`config.mk`:
```
export PLATFORM = sky130hd
export DESIGN_NAME = fetch_ctrl_flat
export DESIGN_NICKNAME = d
export VERILOG_FILES = /design/src/rtl/fetch_ctrl_if.sv /design/src/rtl/fetch_ctrl.sv /design/src/flat_wrapper.sv
export SDC_FILE = /design/constraint.sdc
export NUM_CORES = 1
export LEC_CHECK = 0
export CORE_AREA = 2 2 139 141
export DETAILED_ROUTE_END_ITERATION = 12
export DIE_AREA = 0 0 141 143
export GPL_TIMING_DRIVEN = 1
export MAX_ROUTING_LAYER = met4
export PLACE_DENSITY = 0.8
export SYNTH_ARGS = -nofsm -noshare
export SYNTH_HDL_FRONTEND = slang
export SYNTH_SLANG_ARGS = --single-unit
```
`constraint.sdc`:
```
create_clock -name clk -period 8.6 [get_ports clk]
set_clock_uncertainty 0.05 [all_clocks]
set_input_delay 2.15 -clock clk [delete_from_list [all_inputs] [get_ports clk]]
set_output_delay 2.15 -clock clk [all_outputs]
set_load 0.01 [all_outputs]
```
`src/rtl/fetch_ctrl_if.sv`:
```
// Fetch-sequencer port bundle: instruction-memory read port, redirect input,
// decode valid/ready port and misaligned-target trap outputs.
interface fetch_ctrl_if #(
   parameter int PC_WIDTH = 32
);
   logic                imem_req;
   logic [PC_WIDTH-1:0] imem_addr;
   logic [31:0]         imem_rdata;
   logic                redir_valid;
   logic [PC_WIDTH-1:0] redir_pc;
   logic                dec_valid;
   logic                dec_ready;
   logic [31:0]         dec_inst;
   logic [PC_WIDTH-1:0] dec_pc;
   logic                misalign;
   logic [PC_WIDTH-1:0] misalign_pc;

   modport master (
      output imem_req, imem_addr, dec_valid, dec_inst, dec_pc, misalign, misalign_pc,
      input  imem_rdata, redir_valid, redir_pc, dec_ready
   );

   modport slave (
      input  imem_req, imem_addr, dec_valid, dec_inst, dec_pc, misalign, misalign_pc,
      output imem_rdata, redir_valid, redir_pc, dec_ready
   );
endinterface

```
`src/rtl/fetch_ctrl.sv`:
```
// Instruction-fetch sequencer: request in cycle C reaches decode in C+2, 1 inst/cycle steady state.
// Decode back-pressure stops new requests once queue plus in-flight would exceed FQ_DEPTH.
module fetch_ctrl #(
   parameter int                  PC_WIDTH = 32,
   parameter logic [PC_WIDTH-1:0] RESET_PC = '0,
   parameter logic [31:0]         NOP_INST = 32'h00000033,
   parameter int                  FQ_DEPTH = 2
) (
   input  logic          clk,
   input  logic          rst,
   fetch_ctrl_if.master  fif
);
   localparam int PW = $clog2(FQ_DEPTH);
   localparam int CW = PW + 1;

   localparam logic [0:0] RUN  = 1'b0;
   localparam logic [0:0] TRAP = 1'b1;

   logic [0:0]          state;
   logic [PC_WIDTH-1:0] fpc;
   logic                inflight;
   logic [PC_WIDTH-1:0] inflight_pc;
   logic [PW-1:0]       rd_ptr;
   logic [PW-1:0]       wr_ptr;
   logic [CW-1:0]       count;
   logic [PC_WIDTH-1:0] misalign_pc;

   logic [31:0]         q_inst [FQ_DEPTH];
   logic [PC_WIDTH-1:0] q_pc   [FQ_DEPTH];

   logic                dec_valid;
   logic                pop;
   logic                req;
   logic [CW:0]         occ;
   logic [CW:0]         lim;

   assign dec_valid = (count != '0);
   assign pop       = dec_valid & fif.dec_ready;

   // A slot freed by this cycle's pop may be reused by this cycle's request.
   assign occ = {1'b0, count} + {{CW{1'b0}}, inflight};
   assign lim = (CW+1)'(FQ_DEPTH) + {{CW{1'b0}}, pop};
   assign req = !rst && !fif.redir_valid && (state == RUN) && (occ < lim);

   assign fif.imem_req    = req;
   assign fif.imem_addr   = fpc;
   assign fif.dec_valid   = dec_valid;
   assign fif.dec_inst    = dec_valid ? q_inst[rd_ptr] : NOP_INST;
   assign fif.dec_pc      = dec_valid ? q_pc[rd_ptr]   : '0;
   assign fif.misalign    = (state == TRAP);
   assign fif.misalign_pc = misalign_pc;

   always_ff @(posedge clk) begin
      if (rst) begin
         state       <= RUN;
         fpc         <= RESET_PC;
         inflight    <= 1'b0;
         inflight_pc <= '0;
         rd_ptr      <= '0;
         wr_ptr      <= '0;
         count       <= '0;
         misalign_pc <= '0;
      end else if (fif.redir_valid) begin
         // Flush wins over any pop or response arriving this cycle.
         rd_ptr   <= '0;
         wr_ptr   <= '0;
         count    <= '0;
         inflight <= 1'b0;
         if (fif.redir_pc[1:0] == 2'b00) begin
            state <= RUN;
            fpc   <= fif.redir_pc;
         end else begin
            state       <= TRAP;
            misalign_pc <= fif.redir_pc;
         end
      end else begin
         if (inflight) begin
            wr_ptr <= wr_ptr + PW'(1);
         end
         if (pop) begin
            rd_ptr <= rd_ptr + PW'(1);
         end
         count    <= count + CW'(inflight) - CW'(pop);
         inflight <= req;
         if (req) begin
            fpc         <= fpc + PC_WIDTH'(4);
            inflight_pc <= fpc;
         end
      end
   end

   always_ff @(posedge clk) begin
      if (!rst && !fif.redir_valid && inflight) begin
         q_inst[wr_ptr] <= fif.imem_rdata;
         q_pc[wr_ptr]   <= inflight_pc;
      end
   end
endmodule

```
`src/flat_wrapper.sv`:
```
// flat-port wrapper written by rule: the top's interface ports become plain ports
module fetch_ctrl_flat 
#(
   parameter int                  PC_WIDTH = 32,
   parameter logic [PC_WIDTH-1:0] RESET_PC = '0,
   parameter logic [31:0]         NOP_INST = 32'h00000033,
   parameter int                  FQ_DEPTH = 2
)
  (clk, rst, fif_imem_req, fif_imem_addr, fif_dec_valid, fif_dec_inst, fif_dec_pc, fif_misalign, fif_misalign_pc, fif_imem_rdata, fif_redir_valid, fif_redir_pc, fif_dec_ready);
  fetch_ctrl_if #(.PC_WIDTH(PC_WIDTH)) fif_i ();
  input  logic clk;
  input  logic rst;
  output wire logic [$bits(fif_i.imem_req)-1:0] fif_imem_req;
  output wire logic [$bits(fif_i.imem_addr)-1:0] fif_imem_addr;
  output wire logic [$bits(fif_i.dec_valid)-1:0] fif_dec_valid;
  output wire logic [$bits(fif_i.dec_inst)-1:0] fif_dec_inst;
  output wire logic [$bits(fif_i.dec_pc)-1:0] fif_dec_pc;
  output wire logic [$bits(fif_i.misalign)-1:0] fif_misalign;
  output wire logic [$bits(fif_i.misalign_pc)-1:0] fif_misalign_pc;
  input wire logic [$bits(fif_i.imem_rdata)-1:0] fif_imem_rdata;
  input wire logic [$bits(fif_i.redir_valid)-1:0] fif_redir_valid;
  input wire logic [$bits(fif_i.redir_pc)-1:0] fif_redir_pc;
  input wire logic [$bits(fif_i.dec_ready)-1:0] fif_dec_ready;
  assign fif_imem_req = fif_i.imem_req;
  assign fif_imem_addr = fif_i.imem_addr;
  assign fif_dec_valid = fif_i.dec_valid;
  assign fif_dec_inst = fif_i.dec_inst;
  assign fif_dec_pc = fif_i.dec_pc;
  assign fif_misalign = fif_i.misalign;
  assign fif_misalign_pc = fif_i.misalign_pc;
  assign fif_i.imem_rdata = fif_imem_rdata;
  assign fif_i.redir_valid = fif_redir_valid;
  assign fif_i.redir_pc = fif_redir_pc;
  assign fif_i.dec_ready = fif_dec_ready;
  fetch_ctrl #(.PC_WIDTH(PC_WIDTH), .RESET_PC(RESET_PC), .NOP_INST(NOP_INST), .FQ_DEPTH(FQ_DEPTH)) u_core (.clk(clk), .rst(rst), .fif(fif_i));
endmodule
```
==> flow_summary.json, run 1 <==
{
  "status": "completed",
  "ios": 199,
  "finalHoldViolations": 0,
  "routedWlPerCell_um": 17.6,
  "synthArstFlopShare_pct": 0,
  "grt_overflow_total": 0,
  "numCtsBuffers": 24,
  "cts_tree": "built",
  "slew_violations": 0,
  "worst_pin_slew_ns": 1.24,
  "synth_warnings": 0,
  "fmax_mhz": 165,
  "startpoint_type": "primary input",
  "crit_chain": "clkdlybuf4s50_1 > buf_4 > nor4_2 > nand2_2 > inv_2 > clkdlybuf4s50_1",
  "area_growth_syn_to_layout_pct": 31.5,
  "crit_path_frequent_cell": "clkdlybuf4s50_1",
  "vias": 7085,
  "placed_area_sq_um": 11500,
  "switching_share_pct": 22.4,
  "dp.cells": 1233,
  "avgSynthCellArea_sq_um": 11.1,
  "synth_seq_cells": 231,
  "rows": 50,
  "p_sw_uw": 547,
  "antenna_found_initial": 1,
  "rsz0062_at_grt": "no",
  "irDropWorstVdd_mv": 0.168,
  "cts.sinks": 231,
  "clk_pin_slew_ns": 0.06,
  "place.gp.congestion": 0.942,
  "setup_viol": 0,
  "drc": 0,
  "path_class": "primary input to output port",
  "postCtsHoldBufs": 0,
  "fin_cells": 1278,
  "coreArea_sq_um": 18600,
  "die_w_um": 141,
  "leakagePower_uw": 0.00407,
  "max_stage_delay_ns": 0.53,
  "io_buffers": 198,
  "synth_edf_count": 128,
  "combPwrFrac_pct": 8.6,
  "dieHeight_um": 143,
  "fin_area_sq_um": 12300,
  "drtIter0Drc": 490,
  "post_cts_buffers": 0,
  "syn_inst": 845,
  "grt_pass1_wl_um": 35400,
  "seqPwrFrac_pct": 49.9,
  "hpwlAfterDp_um": 14700,
  "p_int_uw": 1890,
  "ctsRootBufferMaster": "clkbuf_16",
  "drive_above_1_share_pct": 6.71,
  "grt_max_degree": 65,
  "postRouteAntennaNets": 0,
  "min_path_type": "flip-flop to flip-flop",
  "finalCritPeriodShare_pct": 70.4,
  "worstSkewPairLatency_ns": 0.52,
  "grt.total_usage_pct": 22.6,
  "grt_pass1_vias": 6880,
  "worstPathRequired_ns": 6.40,
  "seqCellArea_sq_um": 5910,
  "multi_input_area_sq_um": 3190,
  "synth.distinct_cells": 63,
  "synth_ff_type": "edfxtp_1",
  "totalWireLength_um": 22500,
  "syn_nets": 918,
  "clk_path_buf_depth": 3,
  "cp_max_fo": 28,
  "fin_crit_ns": 6.06,
  "die_area_sq_um": 20200,
  "maxCapViolCount": 0,
  "final.setup.tns_ns": 0,
  "via_per_inst": 5.54,
  "dr.pass1.iters": 5,
  "cts_resized": 0,
  "num-fill-cells": 1453,
  "end_kind": "output port",
  "worst-endpoint-arrival_ns": 3.86,
  "initial_core_util_pct": 50.4,
  "ys_seq_area_share_pct": 63.1,
  "rrSetupSlack_ns": 6.11,
  "h-tree-depth": 1,
  "max_slew_margin_pct": 17.3,
  "power.density_nw_per_um2": 198,
  "crit_slowest_cell": "clkdlybuf4s50_1",
  "fin_nets": 1098,
  "p_clk_share_pct": 41.5,
  "syn-cell-area_sq_um": 9360
}
[stage by stage]
step / utilization (%) / setup WS [ns] / hold slack (ns) / total power, uW
floorplan: - / 0.996 / 0.375 / 1330
global placement: 61.9 / 2.54 / 0.382 / 1440
detailed placement: 61.9 / 2.54 / 0.386 / 1450
CTS: 66.2 / 2.54 / 0.386 / 2460
global route: 66.2 / 2.44 / 0.402 / 2530
finish: 66.2 / 2.54 / 0.389 / 2440
[power groups by stage]
stage | registers (uW) | clock network [uW] | logic, uW
finish | 1220 | 1010 | 210
global route | 1220 | 1080 | 226
CTS | 1220 | 1040 | 210
detailed placement | 1240 | 0 | 209
global placement | 1240 | 0 | 205
floorplan | 1240 | 0 | 89.7
[path summary, 6_finish.rpt]
kind	start	endpoint	cells after the start
setup / recovery	fif_redir_valid	fif_imem_req	6
hold / removal	u_core.inflight_pc[3]	u_core.q_pc[0][3]	0
setup reg to reg	u_core.fif.imem_addr[2]	u_core.fif.imem_addr[18]	6
hold reg to reg	u_core.inflight_pc[3]	u_core.q_pc[0][3]	0
[kinds of logic (layout without fill, tap and decap cells)]
logic type | Yosys count | in the layout | share of synthesized area [%]
other cells | 0 | 1 | 0
simple gates | 332 | 332 | 16.4
fa+ha+maj | 5 | 5 | 0.669
flops | 231 | 231 | 63.1
mux | 66 | 66 | 7.06
compound gates | 137 | 137 | 9.27
buf+inv | 70 | 268 | 3.06
xor+xnor | 4 | 4 | 0.375
[state kept, by name, indices dropped and copies added, names as in the netlist, named ones only]
signal,count
u_core.wr_ptr,1
u_core.inflight_pc,32
u_core.rd_ptr,1
u_core.fif.misalign_pc,32
u_core.count,2
u_core.fif.imem_addr,32
u_core.q_inst,64
u_core.fif.misalign,1
u_core.q_pc,64
u_core.inflight,1
[worst max-delay path, delay by kind of cell]
| family | cells | cell delay (ns) |
|---|---|---|
| AND/OR/NAND/NOR | 2 | 0.45 |
| buffers and inverters | 4 | 1.25 |
[metal layers]
layer  GRT usage [%]  vias up  share of wire (%)
met5               -        -                  0
met4            7.26        0                2.1
met1            30.8     3316                 45
li1                -     3420                  -
met3            4.36       37                8.2
met2            34.3      312                 45
[area by class of cell]
type | instances | area share (%)
diodes | 1 | 0.0203
clock buffers | 28 | 5.25
clock inverters | 16 | 1.22
inverters | 15 | 0.458
multi-input cells | 544 | 25.9
flip-flops and latches | 231 | 48.0
well taps | 234 | 2.38
repair buffers | 209 | 16.8
[cells in the final DEF (no fill, tap or decap), types with 12 or more instances in the layout]
master | netlist | layout
a21oi_1 | 70 | 70
nand2_1 | 155 | 154
clkbuf_16 | 0 | 24
edfxtp_1 | 128 | 128
buf_4 | 1 | 12
inv_1 | 13 | 13
mux2i_1 | 66 | 66
or4_1 | 13 | 13
nor2_1 | 86 | 84
nand3_1 | 15 | 15
dfxtp_1 | 103 | 102
clkdlybuf4s50_1 | 0 | 197
[cell usage after synthesis, types with 3 or more instances]
library cell,count,area (sq um)
a21oi_1,70,350
a22oi_1,7,52.6
a31oi_1,10,62.6
a32oi_1,6,52.6
and2_1,5,31.3
and3_1,9,56.3
and4_1,4,35.0
buf_1,9,33.8
buf_2,10,50.1
clkbuf_1,34,128
dfxtp_1,103,2060
edfxtp_1,128,3840
ha_1,5,62.6
inv_1,13,48.8
mux2i_1,66,661
nand2_1,155,582
nand3_1,15,75.1
nand4_1,10,62.6
nor2_1,86,323
nor2b_1,3,18.8
nor3_1,9,45.0
nor4_1,7,43.8
o211ai_1,3,22.5
o21ai_0,6,30.0
o22ai_1,4,25.0
or3_1,3,18.8
or4_1,13,97.6
(Power assumes the default switching activity.)
==> inputs of run 2 (changes only) <==
- clock period: 8.6 -> 5.8 ns (I/O delays scaled with it)
==> run 2 against run 1 <==
- register-to-register slack worse by 2.9 ns
- design area rose by 1.2%
- flip-flop and latch count stayed put
- worst setup slack worse by 1.3 ns
- die area stayed put
- core utilization grew 0.78 points
==> flow_summary.json, run 2 (synthesized netlist as in run 1, its figures left out) <==
{
  "finalCritPeriodShare_pct": 79.0,
  "place.gp.congestion": 0.880,
  "cts.sinks": 231,
  "fin_nets": 1098,
  "end_kind": "output port",
  "worstPathRequired_ns": 4.30,
  "drive_above_1_share_pct": 7.19,
  "via_per_inst": 5.63,
  "hpwlAfterDp_um": 15000,
  "drc": 0,
  "diodes": 0,
  "fin_crit_ns": 4.58,
  "cts_tree": "built",
  "grt_use_met1_pct": 31.8,
  "ios": 199,
  "use_met2_pct": 35.8,
  "worstSkewPairLatency_ns": 0.50,
  "slew_violations": 0,
  "initial_core_util_pct": 50.4,
  "critPathLaunch": "fif_redir_valid",
  "clk_path_buf_depth": 3,
  "final_core_util_pct": 67.0,
  "grt_pass1_wl_um": 36000,
  "power.density_nw_per_um2": 308,
  "fmax_mhz": 218,
  "layout_common_cells": "clkdlybuf4s50_1, nand2_1, edfxtp_1",
  "ctsRootBufferMaster": "clkbuf_16",
  "r2r_start": "u_core.fif.imem_addr[2]",
  "final.setup.tns_ns": 0,
  "status": "completed",
  "rows": 50,
  "h-tree-depth": 1,
  "postRouteAntennaNets": 0,
  "dr.pass1.iters": 5,
  "path_class": "primary input to output port",
  "grt_max_degree": 95,
  "min-delay-start": "u_core.inflight_pc[16]",
  "dieHeight_um": 143,
  "grt_pass1_vias": 6694,
  "die_w_um": 141,
  "dp_slack_ns": 1.22,
  "cp_max_fo": 2,
  "area_growth_syn_to_layout_pct": 33.1,
  "postCtsHoldBufs": 0,
  "clk_pin_slew_ns": 0.06,
  "setup_viol": 0,
  "vias": 7189,
  "die_area_sq_um": 20200,
  "grt_overflow_total": 0,
  "drtIter0Drc": 627,
  "totalWireLength_um": 23100,
  "leakagePower_uw": 0.00414,
  "setup_slack_ns": 1.22,
  "numCtsBuffers": 24,
  "coreArea_sq_um": 18600,
  "grt.total_usage_pct": 23.0,
  "rsz0062_at_grt": "no",
  "grt.busiest_layer": "met2",
  "grtUsageMet3_pct": 4.46,
  "max_slew_margin_pct": 20.1,
  "routedWlPerCell_um": 18.1,
  "worst-endpoint-arrival_ns": 3.08,
  "mostFrequentLayoutCell": "clkdlybuf4s50_1",
  "io_buffers": 198,
  "post_cts_buffers": 0,
  "finalHoldViolations": 0,
  "cts_resized": 0,
  "antenna_found_initial": 0,
  "startpoint_type": "primary input",
  "top_regs": "u_core.q_inst x64, u_core.q_pc x64",
  "irDropWorstVdd_mv": 0.224,
  "min_path_type": "flip-flop to flip-flop",
  "maxCapViolCount": 0,
  "worst_pin_slew_ns": 1.20
}
-- run 2: changes by cell type in the layout (fill, tap and decap cells not counted), sizes merged --
cell      change
bufinv        +4
clkbuf        -2
clkinv        -1
clkinvlp      -2
diode         -1
inv           +1
-- run 2: where the power goes --
| part | switching, uW | leakage, uW | internal, uW |
|---|---|---|---|
| Clock | 637 | 0.000442 | 1090 |
| Combinational | 156 | 0.00166 | 156 |
| Sequential | 46.3 | 0.00204 | 1760 |
-- run 2: final timing paths --
| path | cells after the start | slack (ns) | end |
|---|---|---|---|
| min | 0 | 0.39 | u_core.q_pc[1][16] |
| min reg2reg | 0 | 0.39 | u_core.q_pc[1][16] |
| max | 5 | 1.22 | fif_imem_req |
| max reg2reg | 6 | 3.19 | u_core.fif.imem_addr[18] |
-- run 2: area by class of cell --
| cell class | count | area, sq um |
|---|---|---|
| inverter | 15 | 56.3 |
| timing repair buffer | 209 | 2090 |
| tap | 234 | 293 |
| clock inverter | 18 | 262 |
| multi-input combinational | 544 | 3190 |
| fill | 1437 | 6130 |
| clock buffer | 26 | 651 |
| sequential | 231 | 5910 |
-- run 2: worst max-delay path: stages --
cell             delay, ns
clkdlybuf4s50_1       0.45
nor4_2                0.44
nand2_2               0.11
inv_2                 0.09
clkdlybuf4s50_1       0.53
-- run 2: stage by stage --
step / power (uW) / hold slack (ns) / std cells / instance area, sq um
final: 3840 / 0.394 / 1277 / 12500
after CTS: 3870 / 0.401 / 1277 / 12500
after global routing: 3970 / 0.414 / 1277 / 12500
after global placement: 2140 / 0.381 / 1233 / 11500
after detailed placement: 2150 / 0.388 / 1233 / 11500
after floorplan: 1970 / 0.375 / 845 / 9360
-- run 2: layer usage --
metal  vias up  part of all wire [%]
met5         -                     0
met4         0                   1.2
met3        26                   8.6
met2       336                    46
met1      3399                    44
li1       3428                     -
